File: config.mk
export PLATFORM = sky130hd
export DESIGN_NAME = fp_square_seq
export DESIGN_NICKNAME = d
export VERILOG_FILES = /design/src/rtl/fp_square_seq_pkg.sv /design/src/rtl/fp_round_norm.sv /design/src/rtl/fp_square_seq.sv
export SDC_FILE = /design/constraint.sdc
export NUM_CORES = 1
export LEC_CHECK = 0
export CAP_MARGIN = 20
export CORE_ASPECT_RATIO = 1.1
export CORE_MARGIN = 2
export CORE_UTILIZATION = 40
export DETAILED_ROUTE_END_ITERATION = 7
export PLACE_DENSITY = 0.61
export SYNTH_ARGS = -nofsm -noshare
export SYNTH_HDL_FRONTEND = slang
export SYNTH_HIERARCHICAL = 1
export SYNTH_SLANG_ARGS = --single-unit
File: constraint.sdc
create_clock -name clk -period 5.25 [get_ports clk]
set_input_delay 1.05 -clock clk [delete_from_list [all_inputs] [get_ports clk]]
set_output_delay 1.05 -clock clk [all_outputs]
set_load 0.005 [all_outputs]
File: src/rtl/fp_square_seq_pkg.sv
// Shared definitions for the sequential float squarer and its rounding stage.
//   RND_*      rounding-mode codes carried in the top bits of each operand share
//   STAT_*     bit positions inside the optional 8-bit status vector
//   state_t    FSM encoding (S_IDLE / S_MUL / S_RND)
//   exp_bias() IEEE exponent bias for a given exponent width
package fp_square_seq_pkg;

    localparam logic [2:0] RND_RNE  = 3'd0;
    localparam logic [2:0] RND_RTZ  = 3'd1;
    localparam logic [2:0] RND_UP   = 3'd2;
    localparam logic [2:0] RND_DN   = 3'd3;
    localparam logic [2:0] RND_NUP  = 3'd4;
    localparam logic [2:0] RND_AWAY = 3'd5;

    localparam int STAT_ZERO    = 0;
    localparam int STAT_INF     = 1;
    localparam int STAT_INVALID = 2;
    localparam int STAT_TINY    = 3;
    localparam int STAT_HUGE    = 4;
    localparam int STAT_INEXACT = 5;

    typedef enum logic [1:0] {
        S_IDLE = 2'd0,
        S_MUL  = 2'd1,
        S_RND  = 2'd2
    } state_t;

    function automatic int exp_bias(input int exp_width);
        return (1 << (exp_width - 1)) - 1;
    endfunction

endpackage

File: src/rtl/fp_round_norm.sv
// Combinational normalise / round / clamp stage for a positive float result.
// Optional feature macro: FP_SQUARE_STATUS_EN (adds the status output).
// Ports:
//   prod     in   raw significand product, value in [1,4) with 2*SIG_W fraction bits
//   e2       in   biased exponent of the product before normalisation (signed)
//   rnd      in   rounding mode (RND_* codes; 6/7 act as RNE)
//   is_zero  in   operand was zero/denormal: force +0
//   is_inf   in   operand exponent was all ones: force +inf
//   result   out  packed IEEE result, sign always 0
//   status   out  (FP_SQUARE_STATUS_EN only) zero/inf/tiny/huge/inexact flags
module fp_round_norm
    import fp_square_seq_pkg::*;
#(
    parameter int SIG_W = 23,
    parameter int EXP_W = 8
) (
    input  logic [2*SIG_W+1:0]     prod,
    input  logic signed [EXP_W+1:0] e2,
    input  logic [2:0]             rnd,
    input  logic                   is_zero,
    input  logic                   is_inf,
    output logic [SIG_W+EXP_W:0]   result
`ifdef FP_SQUARE_STATUS_EN
    ,
    output logic [7:0]             status
`endif
);

    localparam int P = 2*SIG_W + 2;
    localparam logic signed [EXP_W+2:0] EXP_MAX = (EXP_W+3)'((1 << EXP_W) - 1);
    localparam logic [SIG_W+EXP_W:0] POS_INF = {1'b0, {EXP_W{1'b1}}, {SIG_W{1'b0}}};
    localparam logic [SIG_W+EXP_W:0] MAX_FIN = {1'b0, {(EXP_W-1){1'b1}}, 1'b0, {SIG_W{1'b1}}};

    logic                    hi;
    logic [SIG_W-1:0]        frac;
    logic                    guard;
    logic                    sticky;
    logic                    inc;
    logic [SIG_W+1:0]        mant;
    logic signed [EXP_W+2:0] exp_n;
    logic signed [EXP_W+2:0] exp_r;
    logic [SIG_W-1:0]        frac_r;
    logic                    ovf;
    logic                    unf;

    always_comb begin
        // A product >= 2 has its leading one one place higher: take the fraction
        // one bit further up and bump the exponent.
        hi = prod[P-1];
        if (hi) begin
            frac   = prod[P-2 -: SIG_W];
            guard  = prod[P-2-SIG_W];
            sticky = |prod[P-3-SIG_W:0];
        end else begin
            frac   = prod[P-3 -: SIG_W];
            guard  = prod[P-3-SIG_W];
            sticky = |prod[P-4-SIG_W:0];
        end

        // The result is always positive, so "toward -inf" truncates and
        // "toward +inf" rounds away from zero.
        case (rnd)
            RND_RTZ, RND_DN:  inc = 1'b0;
            RND_UP, RND_AWAY: inc = guard | sticky;
            RND_NUP:          inc = guard;
            default:          inc = guard & (sticky | frac[0]);
        endcase

        exp_n = $signed({e2[EXP_W+1], e2}) + $signed({{(EXP_W+2){1'b0}}, hi});
        mant  = {2'b01, frac} + {{(SIG_W+1){1'b0}}, inc};

        // Rounding carry out of 1.111..1 yields 10.000..0: renormalise.
        if (mant[SIG_W+1]) begin
            exp_r  = exp_n + (EXP_W+3)'(1);
            frac_r = mant[SIG_W:1];
        end else begin
            exp_r  = exp_n;
            frac_r = mant[SIG_W-1:0];
        end

        ovf = (exp_r >= EXP_MAX);
        unf = exp_r[EXP_W+2] | (exp_r == '0);

        if (is_zero) begin
            result = '0;
        end else if (is_inf) begin
            result = POS_INF;
        end else if (ovf) begin
            result = (rnd == RND_RTZ || rnd == RND_DN) ? MAX_FIN : POS_INF;
        end else if (unf) begin
            result = '0;
        end else begin
            result = {1'b0, exp_r[EXP_W-1:0], frac_r};
        end
    end

`ifdef FP_SQUARE_STATUS_EN
    always_comb begin
        status               = '0;
        status[STAT_ZERO]    = (result == '0);
        status[STAT_INF]     = (result == POS_INF);
        status[STAT_INVALID] = 1'b0;
        if (!is_zero && !is_inf) begin
            status[STAT_HUGE]    = ovf;
            status[STAT_TINY]    = unf & ~ovf;
            status[STAT_INEXACT] = guard | sticky | ovf | unf;
        end
    end
`endif

endmodule

File: src/rtl/fp_square_seq.sv
// Sequential IEEE-754 squarer z = a*a with XOR-shared operand.
// The operand and rounding mode are recovered as g_input ^ e_input, layout {rnd[2:0], a}.
// A shift-add multiplier consumes one multiplier bit per cycle, so latency is fixed.
// Optional feature macro: FP_SQUARE_STATUS_EN (adds the registered status output).
// Ports:
//   clk      in   clock, rising edge
//   rst      in   asynchronous reset, active low
//   start    in   request; sampled only while idle
//   g_input  in   garbler share {rnd, a}
//   e_input  in   evaluator share {rnd, a}
//   busy     out  high from the cycle after start is accepted until done
//   done     out  one-cycle pulse, o valid
//   state    out  current FSM state (debug visibility)
//   o        out  squared result, held until the next done
//   status   out  (FP_SQUARE_STATUS_EN only) result flags, updated with o
//
// Handshake: start is a request without backpressure. It is accepted only on a
// cycle where state is S_IDLE (including the done cycle); any start seen while
// busy is dropped, never queued. Each accepted start produces exactly one done.
module fp_square_seq
    import fp_square_seq_pkg::*;
#(
    parameter int inst_sig_width       = 23,
    parameter int inst_exp_width       = 8,
    parameter int inst_ieee_compliance = 0
) (
    input  logic                                      clk,
    input  logic                                      rst,
    input  logic                                      start,
    input  logic [inst_sig_width+inst_exp_width+3:0]  g_input,
    input  logic [inst_sig_width+inst_exp_width+3:0]  e_input,
    output logic                                      busy,
    output logic                                      done,
    output state_t                                    state,
    output logic [inst_sig_width+inst_exp_width:0]    o
`ifdef FP_SQUARE_STATUS_EN
    ,
    output logic [7:0]                                status
`endif
);

    localparam int S  = inst_sig_width;
    localparam int E  = inst_exp_width;
    localparam int W  = S + E + 1;
    localparam int P  = 2*(S + 1);
    localparam int CW = $clog2(S + 1);
    localparam logic [E+1:0]  BIAS    = (E+2)'(exp_bias(E));
    localparam logic [CW-1:0] CNT_TOP = CW'(S);

    logic [W+2:0]        shares;
    logic [E-1:0]        exp_f;
    logic [S-1:0]        frac_f;
    logic [2:0]          rnd_in;
    logic signed [E+1:0] e2_in;
    logic                unused_bits;

    logic [2:0]          rnd_q;
    logic [S:0]          sig_q;
    logic [S:0]          mplier;
    logic [P-1:0]        prod;
    logic [CW-1:0]       cnt;
    logic signed [E+1:0] e2_q;
    logic                zero_q;
    logic                inf_q;
    logic [S+1:0]        sum;
    logic [W-1:0]        round_result;
`ifdef FP_SQUARE_STATUS_EN
    logic [7:0]          round_status;
`endif

    assign shares = g_input ^ e_input;
    assign exp_f  = shares[W-2:S];
    assign frac_f = shares[S-1:0];
    assign rnd_in = shares[W+2:W];
    // The square of a biased exponent x is 2x - bias once re-biased.
    assign e2_in  = $signed({1'b0, exp_f, 1'b0} - BIAS);
    // The operand sign never affects a square, and only flush-to-zero mode exists.
    assign unused_bits = shares[W-1] ^ (inst_ieee_compliance != 0);

    // One LSB-first shift-add step: add the multiplicand into the upper half,
    // then shift the whole accumulator right by one.
    assign sum = {1'b0, prod[P-1:S+1]} + (mplier[0] ? {1'b0, sig_q} : '0);

    fp_round_norm #(
        .SIG_W (S),
        .EXP_W (E)
    ) u_round (
        .prod    (prod),
        .e2      (e2_q),
        .rnd     (rnd_q),
        .is_zero (zero_q),
        .is_inf  (inf_q),
        .result  (round_result)
`ifdef FP_SQUARE_STATUS_EN
        ,
        .status  (round_status)
`endif
    );

    always_ff @(posedge clk or negedge rst) begin
        if (!rst) begin
            state  <= S_IDLE;
            busy   <= 1'b0;
            done   <= 1'b0;
            o      <= '0;
            rnd_q  <= '0;
            sig_q  <= '0;
            mplier <= '0;
            prod   <= '0;
            cnt    <= '0;
            e2_q   <= '0;
            zero_q <= 1'b0;
            inf_q  <= 1'b0;
`ifdef FP_SQUARE_STATUS_EN
            status <= '0;
`endif
        end else begin
            done <= 1'b0;
            case (state)
                S_IDLE: begin
                    if (start) begin
                        state  <= S_MUL;
                        busy   <= 1'b1;
                        rnd_q  <= rnd_in;
                        sig_q  <= {1'b1, frac_f};
                        mplier <= {1'b1, frac_f};
                        prod   <= '0;
                        cnt    <= CNT_TOP;
                        e2_q   <= e2_in;
                        zero_q <= (exp_f == '0);
                        inf_q  <= (exp_f == '1);
                    end
                end
                S_MUL: begin
                    prod   <= {sum, prod[S:1]};
                    mplier <= mplier >> 1;
                    cnt    <= cnt - 1'b1;
                    if (cnt == '0) begin
                        state <= S_RND;
                    end
                end
                S_RND: begin
                    o     <= round_result;
`ifdef FP_SQUARE_STATUS_EN
                    status <= round_status;
`endif
                    done  <= 1'b1;
                    busy  <= 1'b0;
                    state <= S_IDLE;
                end
                default: state <= S_IDLE;
            endcase
        end
    end

endmodule

==> results of run 1 <==
==> cell usage after synthesis (14+ instances only) <==
library cell,number
clkbuf_1,37
o21ai_1,14
dfrtp_1,151
o21ai_0,52
a211oi_1,16
ha_1,34
nor2_1,80
nand2_1,106
mux2_2,43
nand3_1,68
a221o_1,23
a21oi_1,47
a21o_1,30
and2_1,28
xor2_1,39
xnor2_1,62
==> cells by family after synthesis <==
group,Yosys count
AND/OR/NAND/NOR,369
AO/OA/AOI/OAI,237
flip-flops,151
XOR/XNOR,101
buffers and inverters,68
multiplexers,56
adder cells (fa/ha/maj),35
other,1
==> sequential cells by signal (all words and copies together) (netlist names) <==
| register | flops |
|---|---|
| cnt | 5 |
| done | 1 |
| o | 32 |
| prod | 48 |
| e2_q | 10 |
| inf_q | 1 |
| zero_q | 1 |
| state | 2 |
| sig_q | 23 |
| mplier | 24 |
| rnd_q | 3 |
| busy | 1 |
==> layer usage <==
metal	routed length, µm	global-route usage	up-vias
met5	0	0	-
met4	172	0.0459	0
met3	674	0.0287	13
met2	9430	0.261	144
met1	10800	0.261	3555
li1	-	-	3831
==> worst max path at each step <==
| stage | from | end | slack, ns | depth (start not counted) |
|---|---|---|---|---|
| finish | prod[47]$_DFFE_PN0P_ | o[16]$_DFFE_PN0P_ | 0.67 | 12 |
| global route | prod[47]$_DFFE_PN0P_ | o[16]$_DFFE_PN0P_ | 0.22 | 12 |
| floorplan | prod[47]$_DFFE_PN0P_ | o[12]$_DFFE_PN0P_ | 0.82 | 18 |
| CTS | prod[47]$_DFFE_PN0P_ | o[16]$_DFFE_PN0P_ | 0.64 | 12 |
| global placement | prod[47]$_DFFE_PN0P_ | o[0]$_DFFE_PN0P_ | 0.69 | 12 |
| detailed placement | prod[47]$_DFFE_PN0P_ | o[16]$_DFFE_PN0P_ | 0.65 | 11 |
==> where the power goes <==
part	switching, mW	internal [mW]	total (mW)
logic	1.75	1.51	3.26
clock network	0.511	0.609	1.12
registers	0.520	1.67	2.19
==> area by class of cell <==
cell class	instances	area (µm²)	share of cell area
well taps	305	382	0.0336
clock inverters	12	96.3	0.00849
clock buffers	19	433	0.0382
flip-flops and latches	151	3780	0.333
repair buffers	116	1140	0.100
multi-input cells	799	5470	0.482
inverters	13	48.8	0.00430
==> critical path: cells and delay by family (launching register included) <==
kind	cells	cell delay (ns)
fa+ha+maj	2	0.65
simple gates	3	0.59
compound gates	3	1.39
flops	1	0.41
buf+inv	1	0.44
mux	1	0.31
xor+xnor	2	0.66
==> results.sh, run 1 <==
export IMPL_p_total_mw=6.58
export IMPL_cp_slowest_cell="o211ai_1"
export IMPL_detailedRoute_firstPassIterationCount=5
export IMPL_diodes=0
export IMPL_drtIter0Drc=487
export IMPL_wire_per_inst_um=14.9
export IMPL_cts_setup_buffers=0
export IMPL_finalCriticalPeriod_ns=4.58
export IMPL_path_clk_slew_ns=0.06
export IMPL_hold_viol=0
export IMPL_status="completed"
export IMPL_synth_xor_area_frac=0.0930
export IMPL_arrival_ns=4.89
export IMPL_dp_hpwl_um=14800
export IMPL_synth_top_family_by_area="simple AND/OR/NAND/NOR gates"
export IMPL_path_cells="buf_4, ha_1, ha_1, xor2_1, nand3_1, nor2_1, nand4_1, xor2_1, o31a_1, o211ai_1, o21ai_0, mux2_2"
export IMPL_grt_pass1_vias=7133
export IMPL_clk_path_buf_depth=2
export IMPL_hold_end="sig_q[5]$_DFFE_PN0P_"
export IMPL_drv_cap=0
export IMPL_syn_area_um2=9510
export IMPL_synthSimpleGateAreaFrac=0.196
export IMPL_hold_slack_ns=0.468
export IMPL_dieWidth_um=151
export IMPL_num_rows=59
export IMPL_r2r_end="o[16]$_DFFE_PN0P_"
export IMPL_hp_start="sig_q[5]$_DFFE_PN0P_"
export IMPL_postPlaceCellArea_um2=10800
export IMPL_reg2reg_from="prod[47]$_DFFE_PN0P_"
export IMPL_clock_latency_ns=0.43
export IMPL_die_y_um=166
export IMPL_fp_dieArea_um2=25000
export IMPL_preCtsSetupSlack_ns=0.648
export IMPL_route_antenna_remaining_nets=0
export IMPL_worstSetupEndpointType="flop"
export IMPL_tightest_slew_ns=0.997
export IMPL_fin_skew_ns=0.0143
export IMPL_synth_seq_area_share=0.397
export IMPL_relSlewSlack=0.335
export IMPL_via_count=7543
export IMPL_final_nets=1206
export IMPL_io_buffers=106
export IMPL_hold_class="flop to flop"
export IMPL_final_cell_mix="dfrtp_1 (151), nand2_1 (106), clkdlybuf4s50_1 (105), nor2_1 (78), nand3_1 (68)"
export IMPL_hold_depth=1
export IMPL_ys_top_cells_by_area="dfrtp_1 (40%), xnor2_1 (5.7%), mux2_2 (5.1%)"
export IMPL_grt_usage=0.174
export IMPL_fillerInstances=2262
export IMPL_cpPeakStageDelay_ns=0.74
export IMPL_vdd_drop_max_uv=222
export IMPL_final_core_util=0.483
export IMPL_synthAdderAreaFrac=0.0468
export IMPL_synth_ff_type="dfrtp_1"
export IMPL_cts_tree="yes"
export IMPL_synth_compound_area_share=0.172
export IMPL_cts_repair_resized=0
export IMPL_synth_cells=1018
export IMPL_final_cell_count_no_fill=1415
export IMPL_layout_commonest_cell="dfrtp_1"
export IMPL_core_um2=23500
export IMPL_drive_gt1_frac=0.100
export IMPL_max_freq_mhz=218
export IMPL_ctsHoldBuffers=0
export IMPL_cts_root_buffer="clkbuf_16"
export IMPL_viasPerCell=5.33
export IMPL_post_route_period_util=0.873
export IMPL_path_max_fanout=40
export IMPL_final_cell_area_um2=11300
export IMPL_clock_sinks=151
export IMPL_critical_path_class="flop to flop"
export IMPL_muxShareOfSynthArea=0.0646
export IMPL_start_kind="flop"
export IMPL_syn_avg_cell_area_um2=9.34
export IMPL_reg2reg_depth=12
export IMPL_routed_wl_um=21100
export IMPL_grt_ovfl_total=0
export IMPL_initial_core_util=0.405
export IMPL_htreeDepth=4
export IMPL_grt_pass1_wl_um=35800
export IMPL_ys_ff_latch=151
export IMPL_ios=109
export IMPL_worstPathRequired_ns=5.55
export IMPL_dp_cells=1384
export IMPL_rsz0062_at_grt="false"
export IMPL_yosys_warnings=6
export IMPL_syn_num_nets=1126
export IMPL_async_flop_share=1.00
export IMPL_setup_ws_ns=0.666
export IMPL_gp_congestion=0.853
export IMPL_synth_largest_area_cell="dfrtp_1"
export IMPL_cts_buffers=17
export IMPL_leakage_nw=4.90
export IMPL_synth_edff_count=0
export IMPL_synth_top_area_share=0.397
export IMPL_syn2layout_area_growth_pct=19.3
export IMPL_grt_max_degree=108
export IMPL_drv_slew=0
export IMPL_power_density_nw_per_um2=580
export IMPL_antenna_found_initial=0
export IMPL_synth_cell_types=78
export IMPL_rrSetupSlack_ns=0.67
export IMPL_fin_tns_setup_ns=0
export IMPL_drc_errors=0
export IMPL_setup_viol=0
(Power assumes the default switching activity.)
==> run 2: changes to the inputs <==
Settings changed: GPL_TIMING_DRIVEN set to 0.
==> results.sh, run 2 (synthesis gave the netlist of run 1 again) <==
export IMPL_setup_viol=0
export IMPL_relSlewSlack=0.443
export IMPL_grt_usage=0.193
export IMPL_top_regs="prod: 48 flops, o: 32 flops, mplier: 24 flops"
export IMPL_endpoint="o[12]$_DFFE_PN0P_"
export IMPL_via_count=7838
export IMPL_cts_setup_buffers=0
export IMPL_finalCriticalPeriod_ns=4.75
export IMPL_core_um2=23500
export IMPL_syn2layout_area_growth_pct=21.7
export IMPL_fin_skew_ns=0.0111
export IMPL_drtIter0Drc=466
export IMPL_final_core_util=0.493
export IMPL_diodes=0
export IMPL_drv_slew=0
export IMPL_crit_start="prod[47]$_DFFE_PN0P_"
export IMPL_route_antenna_remaining_nets=0
export IMPL_power_density_nw_per_um2=593
export IMPL_dieWidth_um=151
export IMPL_detailedRoute_firstPassIterationCount=4
export IMPL_htreeDepth=4
export IMPL_hold_viol=0
export IMPL_layout_commonest_cell="dfrtp_1"
export IMPL_cts_tree="yes"
export IMPL_fp_dieArea_um2=25000
export IMPL_largest_register="prod"
export IMPL_wire_per_inst_um=15.8
export IMPL_max_freq_mhz=211
export IMPL_rsz0062_at_grt="false"
export IMPL_dp_hpwl_um=17800
export IMPL_worstSetupEndpointType="flop"
export IMPL_cts_root_buffer="clkbuf_16"
export IMPL_drv_cap=0
export IMPL_initial_core_util=0.405
export IMPL_multi_input_area_um2=5450
export IMPL_arrival_ns=5.06
export IMPL_final_cell_mix="dfrtp_1 (151), nand2_1 (106), clkdlybuf4s50_1 (105), nor2_1 (80), nand3_1 (68)"
export IMPL_num_rows=59
export IMPL_preCtsSetupSlack_ns=-0.440
export IMPL_setup_ws_ns=0.502
export IMPL_post_route_period_util=0.904
export IMPL_grt_pass1_vias=7775
export IMPL_die_y_um=166
export IMPL_cts_buffers=17
export IMPL_antenna_found_initial=0
export IMPL_path_max_fanout=28
export IMPL_status="completed"
export IMPL_largest_reg_flops=48
export IMPL_ios=109
export IMPL_io_buffers=106
export IMPL_viasPerCell=5.37
export IMPL_clk_path_buf_depth=2
export IMPL_grt_ovfl_total=0
export IMPL_gp_congestion=0.867
export IMPL_hold_class="flop to flop"
export IMPL_critical_path_class="flop to flop"
export IMPL_final_nets=1250
export IMPL_r2r_end="o[12]$_DFFE_PN0P_"
export IMPL_drc_errors=0
export IMPL_grt_max_degree=88
export IMPL_grt_pass1_wl_um=39300
export IMPL_vdd_drop_max_uv=237
export IMPL_drive_gt1_frac=0.0926
export IMPL_reg2reg_from="prod[47]$_DFFE_PN0P_"
export IMPL_rrSetupSlack_ns=0.50
export IMPL_fillerInstances=2249
export IMPL_path_clk_slew_ns=0.06
export IMPL_clock_latency_ns=0.43
export IMPL_reg2reg_depth=18
export IMPL_routed_wl_um=23100
export IMPL_worstPathRequired_ns=5.56
export IMPL_tightest_slew_ns=0.832
export IMPL_clock_sinks=151
export IMPL_start_kind="flop"
export IMPL_leakage_nw=4.99
export IMPL_register_area_um2=3780
run 2: cell count changes in the layout (fill, tap and decap cells not counted), sizes merged:
cell	change
buf	+7
bufinv	+3
clkbuf	+38
clkinv	-1
clkinvlp	-2
run 2: critical path: stages, from the launching register on:
cell and delay [ns]:
dfrtp_1 0.51, buf_6 0.32, a211oi_1 0.12, nand2_1 0.10, nor2_1 0.04, o21ai_0 0.18
o211a_1 0.22, ha_1 0.20, ha_1 0.20, nand2_1 0.09, nand4bb_4 0.28, nor4_4 0.46
nand4_1 0.22, xnor2_1 0.23, nor4_2 0.53, nand4b_1 0.28, buf_2 0.24, o21ai_0 0.13
mux2_2 0.27
run 2: worst min path at each step:
stage	slack, ns	from	cells past startpoint	endpoint
floorplan	0.44	sig_q[0]$_DFFE_PN0P_	1	sig_q[0]$_DFFE_PN0P_
global placement	0.45	sig_q[2]$_DFFE_PN0P_	1	sig_q[2]$_DFFE_PN0P_
detailed placement	0.46	sig_q[0]$_DFFE_PN0P_	1	sig_q[0]$_DFFE_PN0P_
CTS	0.47	sig_q[0]$_DFFE_PN0P_	1	sig_q[0]$_DFFE_PN0P_
global route	0.49	sig_q[0]$_DFFE_PN0P_	1	sig_q[0]$_DFFE_PN0P_
finish	0.47	sig_q[21]$_DFFE_PN0P_	1	sig_q[21]$_DFFE_PN0P_
run 2: repair_timing:
| item | CTS | global route |
|---|---|---|
| setup endpoints to repair | 29 | 25 |
| resized for setup | 0 | 0 |
| hold buffers | 0 | 0 |
run 2: through the flow:
step           hold slack (ns)  total power, mW  TNS (ns)  instances  instance area (µm²)
6_report                 0.468             6.86         0       1460                11600
3_5_place_dp             0.459             5.61     -8.53       1430                11000
3_3_place_gp             0.452             5.54   -471.16       1429                11000
2_1_floorplan            0.442             4.53         0       1018                 9510
4_1_cts                  0.472             6.91         0       1461                11600
5_1_grt                  0.488             7.46         0       1460                11600
run 2: layout make-up:
| class | count | share of cell area |
|---|---|---|
| clock buffer | 20 | 0.0377 |
| inverter | 13 | 0.00422 |
| multi-input combinational | 799 | 0.471 |
| buffer | 53 | 0.0196 |
| tap | 305 | 0.0330 |
| timing repair buffer | 107 | 0.0941 |
| sequential | 151 | 0.326 |
| clock inverter | 12 | 0.0144 |
run 2: routing by layer:
metal,vias to the layer above,part of all wire,GRT usage
li1,3930,-,-
met1,3742,0.47,0.264
met2,136,0.47,0.312
met3,30,0.034,0.0350
met4,0,0.022,0.0581
met5,-,0,0
run 2: where the power goes:
group | switching [mW] | leakage [nW] | internal, mW
combinational | 1.88 | 2.78 | 1.55
sequential | 0.490 | 1.92 | 1.67
clock | 0.513 | 0.291 | 0.757
==> patch: new RTL, settings of run 1 <==
`inst_sig_width`: 23 -> 21.
--- a/src/rtl/fp_square_seq.sv
+++ b/src/rtl/fp_square_seq.sv
@@ -20,7 +20,7 @@
 module fp_square_seq
     import fp_square_seq_pkg::*;
 #(
-    parameter int inst_sig_width       = 23,
+    parameter int inst_sig_width       = 21,
     parameter int inst_exp_width       = 8,
     parameter int inst_ieee_compliance = 0
 ) (
Ports: changed (resized e_input, g_input and o); port bits go from 109 to 103. No check against the original RTL was run, so the function may have changed too.
==> patch against run 1 <==
Setup slack lost 150 ps; maximum frequency shrank 3.2%; die area shrank 1.6%; global-route usage grew 1.5 points; count of clock-buffer cells in the layout shrank 1; sequential cell count shrank 10; via count grew 3.7%; synthesized area shrank 1.7%; design area shrank 1.3%; wire length grew 5.2%; total power grew 1.5%.
==> patch: results (changes against run 1) <==
[metrics] result of the run: finished clean
[metrics] worst-path cell with the longest stage delay: sky130_fd_sc_hd__or4_4
[metrics] reg2reg setup slack: 510 ps (-150 ps)
[metrics] met1 capacity usage during global routing: 0.266 (+0.00543)
[metrics] Worst path top cell family by delay: simple AND/OR/NAND/NOR gates
[metrics] Post-Route Skew: 13.7 ps (-0.625 ps)
[metrics] post-synthesis area per instance: 9.09 um^2 (-2.7%)
[metrics] grt met2 use: 0.302 (+0.0408)
[metrics] part of the power in combinational logic: 0.497 (about the same)
[metrics] vias: 7,822 (+3.7%)
[metrics] Port Buffers: 100 (-5.7%)
[metrics] Switch Pwr: 2.85 mW (+2.2%)
[metrics] NumNets Final: 1,195 (-0.91%)
[metrics] post-detailed-placement half-perimeter wirelength: 15,500 um (+4.5%)
[metrics] largest net degree at the start of global routing: 109 (+0.93%)
[metrics] Worst R2R End: o[3]
[metrics] weighted congestion reported at the end of routability-driven placement: 0.869 (+1.9%)
[metrics] vias in the first global route: 7,428 (+4.1%)
[metrics] top cells by area, synth: sky130_fd_sc_hd__dfrtp_1, sky130_fd_sc_hd__xnor2_1, sky130_fd_sc_hd__nand2_1
[metrics] ratio of cells with drive above 1 in the final layout: 0.108 (+0.00759)
[metrics] cell total after placement: 1,373 (-0.79%)
[metrics] routed wire length per instance: 15.8 um (+5.8%)
[metrics] First-pass DRT Iterations: 6 (+1)
[metrics] leakage component of the power: 4.76 nW (-2.9%)
[metrics] net count after synthesis: 1,131 (+0.44%)
[metrics] most frequent cells after synthesis: sky130_fd_sc_hd__dfrtp_1, sky130_fd_sc_hd__nand2_1, sky130_fd_sc_hd__nor2_1
[metrics] number of violations reported at the end of detailed-routing iteration 0: 531 (+9.0%)
[metrics] hold wc startpoint: sig_q[10]
[metrics] biggest fanout along the worst timing path: 21 (-48%)
[metrics] post-placement worst setup slack: 523 ps (-125 ps)
[metrics] destination of the worst hold path: sig_q[10]
[metrics] maximum vdd drop: 0.000244 V (+9.8%)
[metrics] biggest registers after layout: prod (44), o (30), mplier (22)
[metrics] count of unique library cells instantiated by Yosys: 84 (+7.7%)
[metrics] launch instance of the worst register-to-register path: prod[43]
[metrics] sequential element share of the synthesized area: 0.377 (-0.0200)
[metrics] largest stage delay on the critical path: 760 ps (+20 ps)
[metrics] sequential group share of total power: 0.312 (-0.021)
[metrics] global-route wire length before repair: 37,700 um (+5.2%)
[metrics] global-route met3 utilization: 0.0289 (+0.000239)
-- patch: changes by cell type after synthesis, sizes merged, moves of 6 or more --
cell    before  now
or3          1    7
mux2i       13   23
a31oi        2   11
xor2        39   28
nand2      106  122
nor3        14   23
a21oi       48   35
nor3b        2    8
dfrtp      151  141
nand3       68   58
mux2        43   33
a211oi      18    9
buf         16   25
-- patch: worst max-delay path by stage --
| stage | startpoint | endpoint | slack [ps] | depth (start not counted) |
|---|---|---|---|---|
| after global routing | prod[43] | o[3] | 250 | 15 |
| after CTS | prod[43] | o[3] | 500 | 15 |
| after global placement | prod[43] | o[3] | 620 | 12 |
| final | prod[43] | o[3] | 510 | 12 |
| after detailed placement | prod[43] | o[3] | 520 | 15 |
| after floorplan | prod[43] | o[10] | 680 | 18 |
-- patch: layout make-up --
| type | count | area [um^2] |
|---|---|---|
| tap | 300 | 375 |
| inverter | 13 | 48.8 |
| timing repair buffer | 110 | 1110 |
| fill | 2215 | 11700 |
| multi-input combinational | 810 | 5510 |
| clock inverter | 14 | 183 |
| clock buffer | 18 | 439 |
| sequential | 141 | 3530 |
-- patch: cell families after synthesis --
family          count (synthesis)  synth area share
compound gates                229             0.179
xor+xnor                       87            0.0815
fa+ha+maj                      33            0.0450
buf+inv                        78            0.0361
flops                         141             0.377
mux                            56            0.0644
other cells                     1          0.000401
simple gates                  404             0.217
-- patch: per-layer routing --
layer	vias to the layer above	routed length [um]
li1	3878	-
met1	3730	10800
met2	197	10100
met3	17	913
met4	0	300
met5	-	0
-- patch: per-stage QoR --
stage / hold slack [ps] / area, um^2 / power, mW
floorplan: 442 / 9350 / 4.52
CTS: 477 / 11200 / 6.70
detailed placement: 462 / 10500 / 5.39
global route: 486 / 11200 / 7.24
global placement: 453 / 10500 / 5.33
finish: 470 / 11200 / 6.67
